## src/rtl/sga_pkg.sv

```systemverilog
// Shared constants for the LED matrix display path: scan FSM encoding,
// default geometry/timing and the timer width helper.
package sga_pkg;

    typedef enum logic [1:0] {
        ST_IDLE  = 2'd0,
        ST_BLANK = 2'd1,
        ST_ON    = 2'd2
    } scan_state_e;

    localparam int SGA_ROWS         = 6;
    localparam int SGA_COLS         = 6;
    localparam int SGA_DWELL_CYCLES = 1000;
    localparam int SGA_BLANK_CYCLES = 16;

    // Counter must hold max(dwell, blank) - 1; never narrower than one bit.
    function automatic int timer_width(input int a, input int b);
        int m;
        m = (a > b) ? a : b;
        return (m > 1) ? $clog2(m) : 1;
    endfunction

endpackage

```

## src/rtl/led_row_timer.sv

```systemverilog
// Loadable down-counter with a zero flag; times both the blanking gap and
// the row dwell of the matrix scan. Holds at zero until reloaded.
module led_row_timer #(
    parameter int WIDTH = 10
) (
    input  logic             clock,
    input  logic             restart,
    input  logic             load,
    input  logic [WIDTH-1:0] load_value,
    output logic             zero
);

    logic [WIDTH-1:0] count_q;
    logic [WIDTH-1:0] count_d;

    always_comb begin
        count_d = count_q;
        if (load) begin
            count_d = load_value;
        end else if (count_q != '0) begin
            count_d = count_q - 1'b1;
        end
    end

    always_ff @(posedge clock) begin
        if (restart) begin
            count_q <= '0;
        end else begin
            count_q <= count_d;
        end
    end

    assign zero = (count_q == '0);

endmodule

```

## src/rtl/led_matrix_scan.sv

```systemverilog
// Row-multiplexed LED matrix driver: double-buffered frames, blank gap before
// every lit row, new frames swapped in only at the end of a complete scan.
module led_matrix_scan
    import sga_pkg::*;
#(
    parameter int ROWS         = SGA_ROWS,
    parameter int COLS         = SGA_COLS,
    parameter int DWELL_CYCLES = SGA_DWELL_CYCLES,
    parameter int BLANK_CYCLES = SGA_BLANK_CYCLES
) (
    input  logic                 clock,
    input  logic                 restart,
    input  logic [ROWS*COLS-1:0] frame,
    input  logic                 frame_valid,
    output logic                 frame_ready,
    output logic [ROWS-1:0]      row_sel_n,
    output logic [COLS-1:0]      col_data,
    output logic                 frame_done,
    output logic [2:0]           db_row,
    output logic [1:0]           db_state
);

    localparam int CNT_W = timer_width(DWELL_CYCLES, BLANK_CYCLES);
    localparam int ROW_W = (ROWS > 1) ? $clog2(ROWS) : 1;
    localparam logic [CNT_W-1:0] BLANK_LOAD = CNT_W'(BLANK_CYCLES - 1);
    localparam logic [CNT_W-1:0] DWELL_LOAD = CNT_W'(DWELL_CYCLES - 1);
    localparam logic [ROW_W-1:0] ROW_LAST   = ROW_W'(ROWS - 1);

    scan_state_e            state_q, state_d;
    logic [ROW_W-1:0]       row_q, row_d;
    logic [ROWS*COLS-1:0]   display_q, display_d;
    logic [ROWS*COLS-1:0]   pending_q, pending_d;
    logic                   pending_full_q, pending_full_d;
    logic                   frame_done_q, frame_done_d;

    logic                   timer_load;
    logic [CNT_W-1:0]       timer_value;
    logic                   cnt_zero;
    logic                   transfer;
    logic [COLS-1:0]        disp_row [ROWS];

    led_row_timer #(
        .WIDTH(CNT_W)
    ) u_timer (
        .clock      (clock),
        .restart    (restart),
        .load       (timer_load),
        .load_value (timer_value),
        .zero       (cnt_zero)
    );

    assign frame_ready = (state_q == ST_IDLE) || !pending_full_q;
    assign transfer    = frame_valid && frame_ready;

    always_comb begin
        state_d        = state_q;
        row_d          = row_q;
        display_d      = display_q;
        pending_d      = pending_q;
        pending_full_d = pending_full_q;
        frame_done_d   = 1'b0;
        timer_load     = 1'b0;
        timer_value    = '0;

        case (state_q)
            ST_IDLE: begin
                if (transfer) begin
                    display_d   = frame;
                    row_d       = '0;
                    state_d     = ST_BLANK;
                    timer_load  = 1'b1;
                    timer_value = BLANK_LOAD;
                end
            end
            ST_BLANK: begin
                if (cnt_zero) begin
                    state_d     = ST_ON;
                    timer_load  = 1'b1;
                    timer_value = DWELL_LOAD;
                end
            end
            ST_ON: begin
                if (cnt_zero) begin
                    state_d     = ST_BLANK;
                    timer_load  = 1'b1;
                    timer_value = BLANK_LOAD;
                    if (row_q == ROW_LAST) begin
                        row_d        = '0;
                        frame_done_d = 1'b1;
                        if (pending_full_q) begin
                            display_d      = pending_q;
                            pending_full_d = 1'b0;
                        end
                    end else begin
                        row_d = row_q + 1'b1;
                    end
                end
            end
            default: state_d = ST_IDLE;
        endcase

        // A frame landing on the boundary edge saw pending empty, so it waits a full scan.
        if (transfer && (state_q != ST_IDLE)) begin
            pending_d      = frame;
            pending_full_d = 1'b1;
        end
    end

    always_ff @(posedge clock) begin
        if (restart) begin
            state_q        <= ST_IDLE;
            row_q          <= '0;
            display_q      <= '0;
            pending_q      <= '0;
            pending_full_q <= 1'b0;
            frame_done_q   <= 1'b0;
        end else begin
            state_q        <= state_d;
            row_q          <= row_d;
            display_q      <= display_d;
            pending_q      <= pending_d;
            pending_full_q <= pending_full_d;
            frame_done_q   <= frame_done_d;
        end
    end

    for (genvar gi = 0; gi < ROWS; gi++) begin : g_rows
        assign disp_row[gi]  = display_q[gi*COLS +: COLS];
        assign row_sel_n[gi] = !((state_q == ST_ON) && (row_q == ROW_W'(gi)));
    end

    assign col_data   = (state_q == ST_ON) ? disp_row[row_q] : '0;
    assign frame_done = frame_done_q;
    assign db_row     = 3'(row_q);
    assign db_state   = state_q;

endmodule
```

## config.mk

```make
export PLATFORM = sky130hd
export DESIGN_NAME = led_matrix_scan
export DESIGN_NICKNAME = d
export VERILOG_FILES = /design/src/rtl/sga_pkg.sv /design/src/rtl/led_row_timer.sv /design/src/rtl/led_matrix_scan.sv
export SDC_FILE = /design/constraint.sdc
export NUM_CORES = 1
export LEC_CHECK = 0
export CORE_MARGIN = 4
export CORE_UTILIZATION = 55
export DETAILED_ROUTE_END_ITERATION = 12
export GPL_ROUTABILITY_DRIVEN = 1
export GPL_TIMING_DRIVEN = 0
export PLACE_DENSITY_LB_ADDON = 0.05
export REMOVE_ABC_BUFFERS = 1
export SETUP_SLACK_MARGIN = 0.5
export SLEW_MARGIN = 20
export SYNTH_ARGS = -nofsm -noshare
export SYNTH_HDL_FRONTEND = slang
export SYNTH_HIERARCHICAL = 1
export SYNTH_SLANG_ARGS = --single-unit
```

## constraint.sdc

```tcl
create_clock -name clock -period 3.05 [get_ports clock]
set_clock_uncertainty 0.2 [all_clocks]
set_input_delay 0.61 -clock clock [delete_from_list [all_inputs] [get_ports clock]]
set_output_delay 0.61 -clock clock [all_outputs]
set_load 0.02 [all_outputs]
```

==> results.ini <==
[synth]
ys.warnings.count=6
synth_area_leader_cell=dfxtp_1
syn_area_per_cell_um2=9.85
async_flop_share_pct=0
synth_top_area_share_pct=37.6
ys_seq_area_share_pct=37.6
ys_top_cells_by_area=dfxtp_1 (38%), mux2i_1 (16%), mux2_4 (9.5%), nor2_1 (6.0%), nor2b_1 (5.3%)
synth_seq_cells=89
synthCells=481
synth.distinct_cells=50
netlist_area_mm2=0.00474
synth_edf_count=0
ys.flop_type=dfxtp_1

[final_layout]
finalNetCount=616
diodes=0
syn2layout_area_growth_pct=32.2
layout-drive-gt1-share_pct=27.1
nFillCells=558

[sta]
fmax_mhz=360
rsz0062_at_grt=yes
fin_ws_ps=275
finalHoldViolCount=0
worst_slew_pin_slew_ps=621
period_minus_slack_ps=2770
hold_ws_ps=299
fin_crit_sh_pct=91.0
final_max_slew_viol_count=0
setup_viol=0
relSlewSlack_pct=58.0

[min_path]
min_path_type=register to register
min_from=pending_q[29]
whs_path_depth=2
hold_path_end=pending_q[29]

[place]
hpwl_um=6410
post-place-ws_ps=-636
place.gp.congestion=0.764
port_buffers=57

[clock_network]
htreeDepth=3
cts_tree=built
ctsHoldBuffers=0
clkSinkCount=89
clk_pin_slew_ps=90
cts_buffer_depth=2
root_buffer=clkbuf_8
clk_latency_ps=360
cts_buffers=9

[drt]
dr.first_iter.drc_count=191
ant_nets=0
drc=0
via_per_inst=5.61
firstDrtPassIters=5
vias=3802
drt-total-wl_um=11800
wire_per_inst_um=17.4

[power]
vdd_ir_drop_max_uv=403
total_power_w=0.00571
p_per_area_mw_per_mm2=913
p_leak_nw=2.46

[grt]
grt_pass1_wl_um=18400
grt_max_degree=96
grt_pass1_vias=3735
overflow=0
grtUsageTotal_pct=23.0
antenna_found_initial=0

[setup_path]
worst_r2r_endpoint=display_q[22]
crit_required_ps=2240
arrival_ps=1960
crit_start=db_state[0]
path_class=register to output pin
reg2reg_depth=10
worstSetupEndpointType=output pin
cp-start-kind=register
worstPathMaxFanout=6
rr_startpoint=u_timer/count_q[1]
r2r_slack_ps=380

[floorplanning]
start_util_pct=57.1
die_area_mm2=0.0102
rows=33
num_io_pins=58
fp.coreArea_mm2=0.00830
fp.dieH_um=101
die_w_um=101

[outcome]
run_status=finished, final reports clean

[job]
max-cap-violations=0

## logic make-up after synthesis
group / count (synthesis) / share of synthesized area (%)
simple gates: 166 / 18.5
fa+ha+maj: 8 / 2.11
compound gates: 44 / 6.16
xor+xnor: 3 / 0.555
flops: 89 / 37.6
mux: 117 / 29.7
buf+inv: 53 / 5.26
other cells: 1 / 0.0792
## placed cells by master, fill, tap and decap left out, types with 4 or more instances in the layout
cell type / count
buf_4: 28
buf_12: 6
nand2_1: 13
buf_2: 4
nor2b_1: 38
dfxtp_1: 81
mux4_2: 6
nor2_1: 76
nor3_1: 5
buf_6: 19
ha_1: 5
clkdlybuf4s50_1: 44
buf_16: 5
clkbuf_8: 9
a222oi_1: 5
a21oi_1: 13
mux2_2: 7
mux2i_1: 73
dfxtp_4: 4
inv_1: 15
mux2_4: 30
dfxtp_2: 4
o21ai_0: 9
## worst max-delay path, stage by stage (launching register included)
cell and delay [ps]:
dfxtp_4 380, inv_4 40, ha_4 160, buf_12 130, nor4bb_4 150, buf_4 160
a222oi_1 320, inv_1 120, buf_6 150
## how the worst max path moves through the flow
stage	endpoint	slack (ps)	depth (start not counted)
global route	col_data[4]	160	8
finish	col_data[5]	280	8
detailed placement	row_sel_n[0]	-640	6
global placement	pending_q[15]	-4530	4
floorplan	pending_q[0]	-2440	5
CTS	col_data[3]	280	8
## where the power goes
part | total [W] | switching, W | leakage, nW | internal (W)
combinational | 0.00309 | 0.00130 | 1.62 | 0.00180
clock | 0.000876 | 0.000418 | 0.102 | 0.000458
sequential | 0.00175 | 0.000231 | 0.733 | 0.00151
## flip-flops by register name (all words and copies together), names as in the netlist
signal,cells
display_q,36
pending_q,36
u_timer/count_q,10
db_row,3
db_state,2
frame_done,1
pending_full_q,1
## stage by stage
stage	std cells	utilization (%)	cell area, um^2	setup TNS (ps)
final	678	75.4	6260	0
after global routing	678	75.4	6260	0
after detailed placement	617	65.2	5410	-10120
after floorplan	446	-	4550	-146800
after global placement	608	63.3	5260	-300290
after CTS	667	73.6	6110	0
## layer usage
| metal | global-route usage (%) | wire (um) |
|---|---|---|
| met1 | 28.1 | 5000 |
| met2 | 40.8 | 6080 |
| met3 | 5.12 | 542 |
| met4 | 5.91 | 178 |
| met5 | 0 | 0 |
## cells in the mapped netlist (all sizes together), types with 2 or more instances
cell type   n
clkbuf     19
xnor2       3
nand2      14
nand3b      3
o21a        3
and4b       2
o211ai      2
o22ai       2
a21oi      14
or4         6
or3         3
nor2b      40
a222oi      5
mux2i      74
nor2       76
and2        2
o21ai      10
buf        16
dfxtp      89
mux4        6
inv        18
nand4b      2
ha          8
o31ai       3
mux2       37
nor3        7
nand2b      3
## timing repair
| action | in CTS | in global routing |
|---|---|---|
| endpoints found under the setup margin | 78 | 70 |
| gates cloned | 6 | 2 |
| buffers inserted | 29 | 9 |
| pin swaps | 11 | 5 |
| gates resized for setup | 87 | 12 |
## final cells by class
type	count	area, um^2	area share, %
multi-input combinational	341	2830	45.2
sequential	89	1800	28.8
timing repair buffer	110	1220	19.4
tap	105	131	2.10
clock buffer	10	128	2.04
clock inverter	5	81.3	1.30
inverter	18	70.1	1.12
(Power assumes the default switching activity.)
